<file path="src/rtl/mealy_fsm_pkg.sv">
// Shared types and built-in table contents for mealy_fsm_prog.
// The built-in table applies only to the 2-bit state / 1-bit input /
// 2-bit output configuration. Any other parameter set resets every entry
// to {RESET_STATE, 0}.
package mealy_fsm_pkg;

  localparam int unsigned DEF_STATE_W = 2;
  localparam int unsigned DEF_IN_W    = 1;
  localparam int unsigned DEF_OUT_W   = 2;
  localparam int unsigned DEF_ADDR_W  = DEF_STATE_W + DEF_IN_W;
  localparam int unsigned DEF_ENTRIES = 1 << DEF_ADDR_W;

  typedef struct packed {
    logic [DEF_STATE_W-1:0] next;
    logic [DEF_OUT_W-1:0]   out;
  } entry_2x1x2_t;

  // Indexed by {state, x}.
  localparam entry_2x1x2_t DEFAULT_TABLE_2x1x2 [DEF_ENTRIES] = '{
    '{next: 2'd0, out: 2'b01},   // (0,0)
    '{next: 2'd2, out: 2'b00},   // (0,1)
    '{next: 2'd0, out: 2'b00},   // (1,0)
    '{next: 2'd1, out: 2'b01},   // (1,1)
    '{next: 2'd1, out: 2'b10},   // (2,0)
    '{next: 2'd0, out: 2'b00},   // (2,1)
    '{next: 2'd3, out: 2'b10},   // (3,0)
    '{next: 2'd3, out: 2'b00}    // (3,1)
  };

  function automatic entry_2x1x2_t default_entry(input logic [DEF_ADDR_W-1:0] idx);
    return DEFAULT_TABLE_2x1x2[idx];
  endfunction

endpackage

</file>
<file path="src/rtl/mealy_fsm_prog_if.sv">
// Step and configuration bus of mealy_fsm_prog.
//   master: en, restart, x, cfg_we, cfg_addr, cfg_next, cfg_out -> ; <- y, state, timeout
//   slave : the machine side (mirror of master)
interface mealy_fsm_prog_if #(
  parameter int unsigned STATE_W = 2,
  parameter int unsigned IN_W    = 1,
  parameter int unsigned OUT_W   = 2
);
  logic                      en;
  logic                      restart;
  logic [IN_W-1:0]           x;
  logic [OUT_W-1:0]          y;
  logic [STATE_W-1:0]        state;
  logic                      cfg_we;
  logic [STATE_W+IN_W-1:0]   cfg_addr;
  logic [STATE_W-1:0]        cfg_next;
  logic [OUT_W-1:0]          cfg_out;
  logic                      timeout;

  modport master (
    output en, restart, x, cfg_we, cfg_addr, cfg_next, cfg_out,
    input  y, state, timeout
  );

  modport slave (
    input  en, restart, x, cfg_we, cfg_addr, cfg_next, cfg_out,
    output y, state, timeout
  );
endinterface

</file>
<file path="src/rtl/fsm_dwell_mon.sv">
// Dwell monitor: counts consecutive enabled steps that leave the state
// unchanged and raises a registered timeout when the count hits DWELL_MAX.
//   clk, reset  : clock, asynchronous active-high reset
//   en          : step enable of the machine
//   restart     : synchronous restart; clears counter and timeout
//   same_state  : the step taken this cycle would keep the current state
//   timeout     : dwell limit reached (held until state change/restart/reset)
module fsm_dwell_mon #(
  parameter int unsigned DWELL_MAX = 15
) (
  input  logic clk,
  input  logic reset,
  input  logic en,
  input  logic restart,
  input  logic same_state,
  output logic timeout
);

  localparam int unsigned CNT_W = (DWELL_MAX > 0) ? $clog2(DWELL_MAX + 1) : 1;
  localparam logic [CNT_W-1:0] CNT_MAX = CNT_W'(DWELL_MAX);

  logic [CNT_W-1:0] cnt_q, cnt_d;
  logic             timeout_d;

  always_comb begin
    cnt_d     = cnt_q;
    timeout_d = timeout;
    if (restart) begin
      cnt_d     = '0;
      timeout_d = 1'b0;
    end else if (en) begin
      if (same_state)
        cnt_d = (cnt_q == CNT_MAX) ? cnt_q : cnt_q + CNT_W'(1);
      else
        cnt_d = '0;
      // Flag is derived from the post-step count so it rises on the
      // step that reaches the limit, not one step later.
      timeout_d = (DWELL_MAX != 0) && (cnt_d == CNT_MAX);
    end
  end

  always_ff @(posedge clk or posedge reset) begin
    if (reset) begin
      cnt_q   <= '0;
      timeout <= 1'b0;
    end else begin
      cnt_q   <= cnt_d;
      timeout <= timeout_d;
    end
  end

endmodule

</file>
<file path="src/rtl/mealy_fsm_prog.sv">
// Table-driven, run-time programmable Mealy machine.
//   clk, reset : clock, asynchronous active-high reset (also reverts the table)
//   bus.en     : step enable        bus.restart : synchronous return to RESET_STATE
//   bus.x      : input symbol       bus.y       : output symbol
//   bus.state  : current state      bus.timeout : dwell limit reached
//   bus.cfg_*  : table write port, entry index {state, x}
module mealy_fsm_prog
  import mealy_fsm_pkg::*;
#(
  parameter int unsigned STATE_W     = 2,
  parameter int unsigned IN_W        = 1,
  parameter int unsigned OUT_W       = 2,
  parameter int unsigned RESET_STATE = 0,
  parameter int unsigned REG_OUT     = 0,
  parameter int unsigned DWELL_MAX   = 15
) (
  input logic              clk,
  input logic              reset,
  mealy_fsm_prog_if.slave  bus
);

  localparam int unsigned ADDR_W  = STATE_W + IN_W;
  localparam int unsigned ENTRIES = 1 << ADDR_W;
  localparam bit USE_BUILTIN = (STATE_W == DEF_STATE_W) && (IN_W == DEF_IN_W)
                               && (OUT_W == DEF_OUT_W);
  localparam logic [STATE_W-1:0] RESET_ST = STATE_W'(RESET_STATE);

  if (RESET_STATE >= (1 << STATE_W)) begin : g_bad_reset_state
    $error("mealy_fsm_prog: RESET_STATE %0d out of range for STATE_W %0d",
           RESET_STATE, STATE_W);
  end

  function automatic logic [STATE_W-1:0] reset_next(input int unsigned idx);
    entry_2x1x2_t e;
    e = default_entry(DEF_ADDR_W'(idx));
    if (USE_BUILTIN) return STATE_W'(e.next);
    return RESET_ST;
  endfunction

  function automatic logic [OUT_W-1:0] reset_out(input int unsigned idx);
    entry_2x1x2_t e;
    e = default_entry(DEF_ADDR_W'(idx));
    if (USE_BUILTIN) return OUT_W'(e.out);
    return '0;
  endfunction

  logic [STATE_W-1:0] tbl_next [ENTRIES];
  logic [OUT_W-1:0]   tbl_out  [ENTRIES];

  logic [STATE_W-1:0] state_q, state_d;
  logic [ADDR_W-1:0]  idx;
  logic [STATE_W-1:0] cur_next;
  logic [OUT_W-1:0]   cur_out;
  logic               same_state;

  assign idx = {state_q, bus.x};

  // Table: reads are combinational, so a write to the entry in use this
  // cycle only takes effect after the edge (read-before-write).
  always_ff @(posedge clk or posedge reset) begin
    if (reset) begin
      for (int unsigned i = 0; i < ENTRIES; i++) begin
        tbl_next[ADDR_W'(i)] <= reset_next(i);
        tbl_out[ADDR_W'(i)]  <= reset_out(i);
      end
    end else if (bus.cfg_we) begin
      tbl_next[bus.cfg_addr] <= bus.cfg_next;
      tbl_out[bus.cfg_addr]  <= bus.cfg_out;
    end
  end

  always_comb begin
    cur_next   = tbl_next[idx];
    cur_out    = tbl_out[idx];
    same_state = (cur_next == state_q);
    state_d    = state_q;
    if (bus.restart)
      state_d = RESET_ST;
    else if (bus.en)
      state_d = cur_next;
  end

  always_ff @(posedge clk or posedge reset) begin
    if (reset)
      state_q <= RESET_ST;
    else
      state_q <= state_d;
  end

  assign bus.state = state_q;

  if (REG_OUT != 0) begin : g_reg_out
    logic [OUT_W-1:0] y_q;
    always_ff @(posedge clk or posedge reset) begin
      if (reset)
        y_q <= '0;
      else if (bus.restart)
        y_q <= '0;
      else if (bus.en)
        y_q <= cur_out;
    end
    assign bus.y = y_q;
  end else begin : g_comb_out
    assign bus.y = cur_out;
  end

  fsm_dwell_mon #(
    .DWELL_MAX (DWELL_MAX)
  ) u_dwell (
    .clk        (clk),
    .reset      (reset),
    .en         (bus.en),
    .restart    (bus.restart),
    .same_state (same_state),
    .timeout    (bus.timeout)
  );

endmodule

</file>
<file path="src/flat_wrapper.sv">
// flat-port wrapper written by rule: the top's interface ports become plain ports
module mealy_fsm_prog_flat import mealy_fsm_pkg::*;
#(
  parameter int unsigned STATE_W     = 2,
  parameter int unsigned IN_W        = 1,
  parameter int unsigned OUT_W       = 2,
  parameter int unsigned RESET_STATE = 0,
  parameter int unsigned REG_OUT     = 0,
  parameter int unsigned DWELL_MAX   = 15
)
  (clk, reset, bus_en, bus_restart, bus_x, bus_cfg_we, bus_cfg_addr, bus_cfg_next, bus_cfg_out, bus_y, bus_state, bus_timeout);
  mealy_fsm_prog_if #(.STATE_W(STATE_W), .IN_W(IN_W), .OUT_W(OUT_W)) bus_i ();
  input logic clk;
  input logic reset;
  input wire logic [$bits(bus_i.en)-1:0] bus_en;
  input wire logic [$bits(bus_i.restart)-1:0] bus_restart;
  input wire logic [$bits(bus_i.x)-1:0] bus_x;
  input wire logic [$bits(bus_i.cfg_we)-1:0] bus_cfg_we;
  input wire logic [$bits(bus_i.cfg_addr)-1:0] bus_cfg_addr;
  input wire logic [$bits(bus_i.cfg_next)-1:0] bus_cfg_next;
  input wire logic [$bits(bus_i.cfg_out)-1:0] bus_cfg_out;
  output wire logic [$bits(bus_i.y)-1:0] bus_y;
  output wire logic [$bits(bus_i.state)-1:0] bus_state;
  output wire logic [$bits(bus_i.timeout)-1:0] bus_timeout;
  assign bus_i.en = bus_en;
  assign bus_i.restart = bus_restart;
  assign bus_i.x = bus_x;
  assign bus_i.cfg_we = bus_cfg_we;
  assign bus_i.cfg_addr = bus_cfg_addr;
  assign bus_i.cfg_next = bus_cfg_next;
  assign bus_i.cfg_out = bus_cfg_out;
  assign bus_y = bus_i.y;
  assign bus_state = bus_i.state;
  assign bus_timeout = bus_i.timeout;
  mealy_fsm_prog #(.STATE_W(STATE_W), .IN_W(IN_W), .OUT_W(OUT_W), .RESET_STATE(RESET_STATE), .REG_OUT(REG_OUT), .DWELL_MAX(DWELL_MAX)) u_core (.clk(clk), .reset(reset), .bus(bus_i));
endmodule
</file>
<file path="config.mk">
export PLATFORM = sky130hd
export DESIGN_NAME = mealy_fsm_prog_flat
export DESIGN_NICKNAME = d
export VERILOG_FILES = /design/src/rtl/mealy_fsm_pkg.sv /design/src/rtl/mealy_fsm_prog_if.sv /design/src/rtl/fsm_dwell_mon.sv /design/src/rtl/mealy_fsm_prog.sv /design/src/flat_wrapper.sv
export SDC_FILE = /design/constraint.sdc
export NUM_CORES = 1
export LEC_CHECK = 0
export CAP_MARGIN = 20
export CORE_MARGIN = 8
export CORE_UTILIZATION = 30
export CTS_BUF_LIST = sky130_fd_sc_hd__clkbuf_16
export DETAILED_ROUTE_END_ITERATION = 16
export GPL_TIMING_DRIVEN = 0
export PLACE_DENSITY = 0.53
export REMOVE_ABC_BUFFERS = 1
export SLEW_MARGIN = 0
export SYNTH_ARGS = -nofsm -noshare
export SYNTH_HDL_FRONTEND = slang
export SYNTH_SLANG_ARGS = --single-unit
</file>
<file path="constraint.sdc">
create_clock -name clk -period 3.4 [get_ports clk]
set_input_delay 0.68 -clock clk [delete_from_list [all_inputs] [get_ports clk]]
set_output_delay 0.68 -clock clk [all_outputs]
set_load 0.005 [all_outputs]
</file>
==> results of run 1 <==
==> path summary, 6_finish.rpt <==
kind	cells past startpoint	endpoint	startpoint	slack [ns]
min	1	u_core.tbl_out[11]	u_core.tbl_out[11]	0.50
max	4	bus_y[0]	bus_x	0.10
max reg2reg	4	u_core.u_dwell.cnt_q[3]	u_core.bus.state[0]	1.30
max in group asynchronous	2	u_core.tbl_out[10]	reset	1.99
min reg2reg	1	u_core.tbl_out[11]	u_core.tbl_out[11]	0.50
min in group asynchronous	2	u_core.bus.state[0]	reset	0.89
==> Yosys cell counts, drive strengths merged, types with 4 or more instances <==
cell / number / area [µm²]
o21ai: 4 / 20.02
inv: 9 / 33.78
nor2: 5 / 18.77
nor3b: 4 / 30.03
nor3: 4 / 20.02
dfstp: 11 / 289.0
dfrtp: 28 / 700.7
mux2i: 4 / 40.04
a21oi: 5 / 25.02
mux4: 9 / 229.0
mux2: 32 / 360.4
nand2: 6 / 22.52
==> stage by stage <==
step | TNS (ns) | power [W]
after detailed placement | -0.2442 | 0.0009197
after global routing | 0 | 0.001427
final | 0 | 0.001343
after floorplan | 0 | 0.0008150
after CTS | 0 | 0.001363
after global placement | -0.2518 | 0.0009061
==> sequential cells by signal (all words and copies together), names as in the netlist <==
register and cells:
u_core.bus.state 2, u_core.tbl_next 16, u_core.tbl_out 16, u_core.u_dwell.cnt_q 4
u_core.u_dwell.timeout 1
==> cell families (layout without fill, tap and decap cells) <==
kind of cell / after synthesis / after routing / synth area share (%)
multiplexers: 45 / 45 / 31.46
adder cells (fa/ha/maj): 1 / 1 / 0.6253
AND/OR/NAND/NOR: 33 / 33 / 9.444
flip-flops: 39 / 39 / 49.47
buffers and inverters: 13 / 34 / 2.939
AO/OA/AOI/OAI: 18 / 18 / 6.066
==> power breakdown <==
group          leakage [nW]  internal, W  switching, W  total (W)
clock                0.0701     0.000264      0.000171   0.000435
combinational         0.418     0.000174      0.000101   0.000275
sequential            0.464     0.000574     0.0000596   0.000634
total                 0.952      0.00101      0.000332    0.00134
==> worst reg2reg max path, delay by kind of cell (launching register included) <==
kind | cells | cell delay [ns]
simple gates | 1 | 0.18
flops | 1 | 0.70
mux | 1 | 0.57
compound gates | 2 | 0.52
==> final cells by class <==
class | count | area (µm²) | area share [%]
inverters | 9 | 33.78 | 1.420
repair buffers | 17 | 170.2 | 7.154
flip-flops and latches | 39 | 989.7 | 41.61
clock inverters | 3 | 11.26 | 0.4734
well taps | 77 | 96.34 | 4.051
multi-input cells | 97 | 952.2 | 40.03
clock buffers | 5 | 125.1 | 5.260
==> repair_timing <==
action | CTS | global route
pin swaps | 0 | 0
resized for setup | 1 | 1
endpoints found under the setup margin | 2 | 1
hold buffers | 0 | 0
==> layer usage <==
| metal | vias to the layer above | part of all wire (%) | track usage, % |
|---|---|---|---|
| li1 | 601 | - | - |
| met4 | 0 | 1.4 | 3.497 |
| met1 | 665 | 46 | 11.02 |
| met5 | - | 0 | 0 |
| met3 | 5 | 4.0 | 2.987 |
| met2 | 24 | 49 | 14.80 |
==> flow_summary.ini, run 1 <==
[layout]
fin_nets = 183
diodes = 0
layout_common_cells = mux2_2, dfrtp_1, clkdlybuf4s50_1
nFillCells = 618
utilization_pct = 37.25
stdcell_area_mm2 = 0.002379
mostFrequentLayoutCell = mux2_2
drive_gt1_share_pct = 30.59
final_cell_count_no_fill = 247
syn_to_final_growth_pct = 18.89

[logic_synthesis]
syn_area_mm2 = 0.002001
synth_flop_cell = dfrtp_1
ys_seq_elements = 39
synth_warnings = 0
yosysUniqueCellTypes = 31
synth_edf_count = 0
netlist_instances = 149
synth.avg_cell_area_um2 = 13.43
ys_async_sr_fraction_pct = 100.0
ys_seq_area_share_pct = 49.47

[timing]
slew_headroom_pct = 40.68
final-setup-viol-count = 0
worstMarginPinSlew_ns = 0.8829
skew_ns = 0.004269
drv_slew = 0
rsz0062_at_grt = no
fin_ws_ns = 0.1049
fmax_mhz = 303.5
hold_slack_ns = 0.5011
hold_viol_final = 0
min_period_over_period_pct = 96.91
period_minus_slack_ns = 3.295

[clocking]
clk_pin_slew_worst_paths_ns = 0.06
post_cts.repair.setup_buffers = 0
insertion_delay_ns = 0.28
cts_sinks = 39
htree_levels = 2
clk_path_buf_depth = 2
cts_tree = done
cts_root_buf = clkbuf_16
cts_inserted_buffers = 5

[placed_design]
placement.io_buffers = 17
placed_area_mm2 = 0.002242
place_ws_ns = -0.2204
hpwlAfterDp_um = 2946
gp_congestion = 0.7393
placed_cells = 239

[route]
vias = 1295
drt_iter0_drc = 72
drc = 0
postRouteWirelength_um = 4270
viasPerCell = 5.243
first_pass_iters = 4
detail_route.wl_per_cell_um = 17.29
ant_nets = 0

[critical_path]
crit_family = buffers and inverters
crit_chain = clkdlybuf4s15_1 -> mux4_1 -> mux2_2 -> clkdlybuf4s50_1
critPathBufInv = 2
crit_fanout = 12
worstPathRequired_ns = 2.72
cp_slowest_cell = mux4_1
crit_arrival_ns = 2.62
start_kind = primary input
slowest_delay_ns = 0.62
cp-end-kind = output pin
critPathKind = in2out

[die]
pin_count = 18
initial_core_util_pct = 31.33
num_rows = 29
die-area_mm2 = 0.009538
core_area_mm2 = 0.006386
die_y_um = 97.67
die_w_um = 97.67

[power]
power.density_mw_per_mm2 = 564.8
peakVddDrop_uv = 279.8
p_leak_nw = 0.9520

[global_route]
grt_max_degree = 40
antenna_found_initial = 0
grtUsageTotal_pct = 9.173
grt_pass1_vias = 1371
grt_pass1_wl_um = 6913
overflow = 0

[outcome]
outcome = complete, no violations

[run]
max-cap-violations = 0

[hold_path]
hold_path.class = reg2reg
Note: power is estimated with default switching activity, not from simulation.
==> run 2: changes to the inputs <==
Settings changed: SKIP_CTS_REPAIR_TIMING from default to 1.
==> flow_summary.ini, run 2 (synthesis gave the netlist of run 1 again) <==
[outcome]
outcome = complete, no violations

[run]
max-cap-violations = 0

[critical_path]
crit_family = buffers and inverters
reg2reg_slack_ns = 1.30
critPathBufInv = 2
slowest_delay_ns = 0.63
worstPathRequired_ns = 2.72
critPathKind = in2out
start_kind = primary input
cp.depth = 4
cp_slowest_cell = mux4_1
crit_chain = dlymetal6s2s_1 -> mux4_1 -> mux2_2 -> clkdlybuf4s50_1
crit_fanout = 12
ff2ff_path_depth = 4
cp-end-kind = output pin
crit_arrival_ns = 2.54

[timing]
min_period_over_period_pct = 94.82
period_minus_slack_ns = 3.224
worstMarginPinSlew_ns = 0.8829
slew_headroom_pct = 40.68
skew_ns = 0.004243
drv_slew = 0
fmax_mhz = 310.2
rsz0062_at_grt = no
hold_viol_final = 0
final-setup-viol-count = 0

[layout]
syn_to_final_growth_pct = 19.01
drive_gt1_share_pct = 30.59
nFillCells = 618
stdcell_area_mm2 = 0.002381
utilization_pct = 37.28
layout_common_cells = mux2_2, dfrtp_1, clkdlybuf4s50_1
fin_nets = 183
mostFrequentLayoutCell = mux2_2
diodes = 0
top_regs = u_core.tbl_next (16), u_core.tbl_out (16), u_core.u_dwell.cnt_q (4)

[hold_path]
holdPathStages = 1
hold_path.class = reg2reg

[route]
viasPerCell = 5.243
first_pass_iters = 4
ant_nets = 0
postRouteWirelength_um = 4272
detail_route.wl_per_cell_um = 17.30
vias = 1295
drt_iter0_drc = 72
drc = 0

[clocking]
insertion_delay_ns = 0.28
clk_pin_slew_worst_paths_ns = 0.06
cts_sinks = 39
clk_path_buf_depth = 2
cts_root_buf = clkbuf_16
cts_tree = done
htree_levels = 2
cts_inserted_buffers = 5

[die]
core_area_mm2 = 0.006386
num_rows = 29
initial_core_util_pct = 31.33
pin_count = 18
die-area_mm2 = 0.009538
die_w_um = 97.67
die_y_um = 97.67

[global_route]
grt_pass1_wl_um = 6900
grt_max_degree = 40
overflow = 0
grtUsageTotal_pct = 9.158
antenna_found_initial = 0
grt_pass1_vias = 1370

[placed_design]
gp_congestion = 0.7393
hpwlAfterDp_um = 2946
placement.io_buffers = 17
placed_area_mm2 = 0.002242

[power]
peakVddDrop_uv = 279.8
power.density_mw_per_mm2 = 564.3
p_leak_nw = 0.9605
-- run 2: final cells by class --
| type | count | area [µm²] | share of cell area [%] |
|---|---|---|---|
| clock inverter | 3 | 11.26 | 0.4729 |
| clock buffer | 5 | 125.1 | 5.255 |
| timing repair buffer | 17 | 172.7 | 7.252 |
| sequential | 39 | 989.7 | 41.57 |
| inverter | 9 | 33.78 | 1.419 |
| multi-input combinational | 97 | 952.2 | 39.99 |
| tap | 77 | 96.34 | 4.046 |
-- run 2: worst paths after layout --
| check | from | endpoint |
|---|---|---|
| min in group asynchronous | reset | u_core.bus.state[0] |
| min reg2reg | u_core.tbl_out[11] | u_core.tbl_out[11] |
| max reg2reg | u_core.bus.state[0] | u_core.u_dwell.cnt_q[3] |
| max | bus_x | bus_y[0] |
| min | u_core.tbl_out[11] | u_core.tbl_out[11] |
| max in group asynchronous | reset | u_core.tbl_out[10] |
-- run 2: layer usage --
metal | vias to the layer above | track usage [%] | wire length (µm)
met2 | 24 | 14.80 | 2086
met1 | 665 | 10.98 | 1957
li1 | 601 | - | -
met3 | 5 | 2.987 | 170
met5 | - | 0 | 0
met4 | 0 | 3.497 | 58
-- run 2: stage by stage --
stage                     setup slack [ns]  std cells  hold slack, ns  power (W)  TNS, ns
after floorplan                      1.259        145          0.4704  0.0008150        0
after global placement             -0.2288        239          0.4827  0.0009061  -0.2518
after detailed placement           -0.2204        239          0.4885  0.0009197  -0.2442
after CTS                          -0.2320        247          0.5012   0.001363  -0.2625
after global routing               0.08551        247          0.5192   0.001427        0
final                               0.1761        247          0.5011   0.001344        0
-- run 2: report_power, final --
group	leakage [nW]	internal, W	switching [W]	total [W]
logic	0.427	0.000174	0.000101	0.000275
clock network	0.0701	0.000264	0.000171	0.000435
registers	0.464	0.000574	0.0000597	0.000634
total	0.961	0.00101	0.000332	0.00134
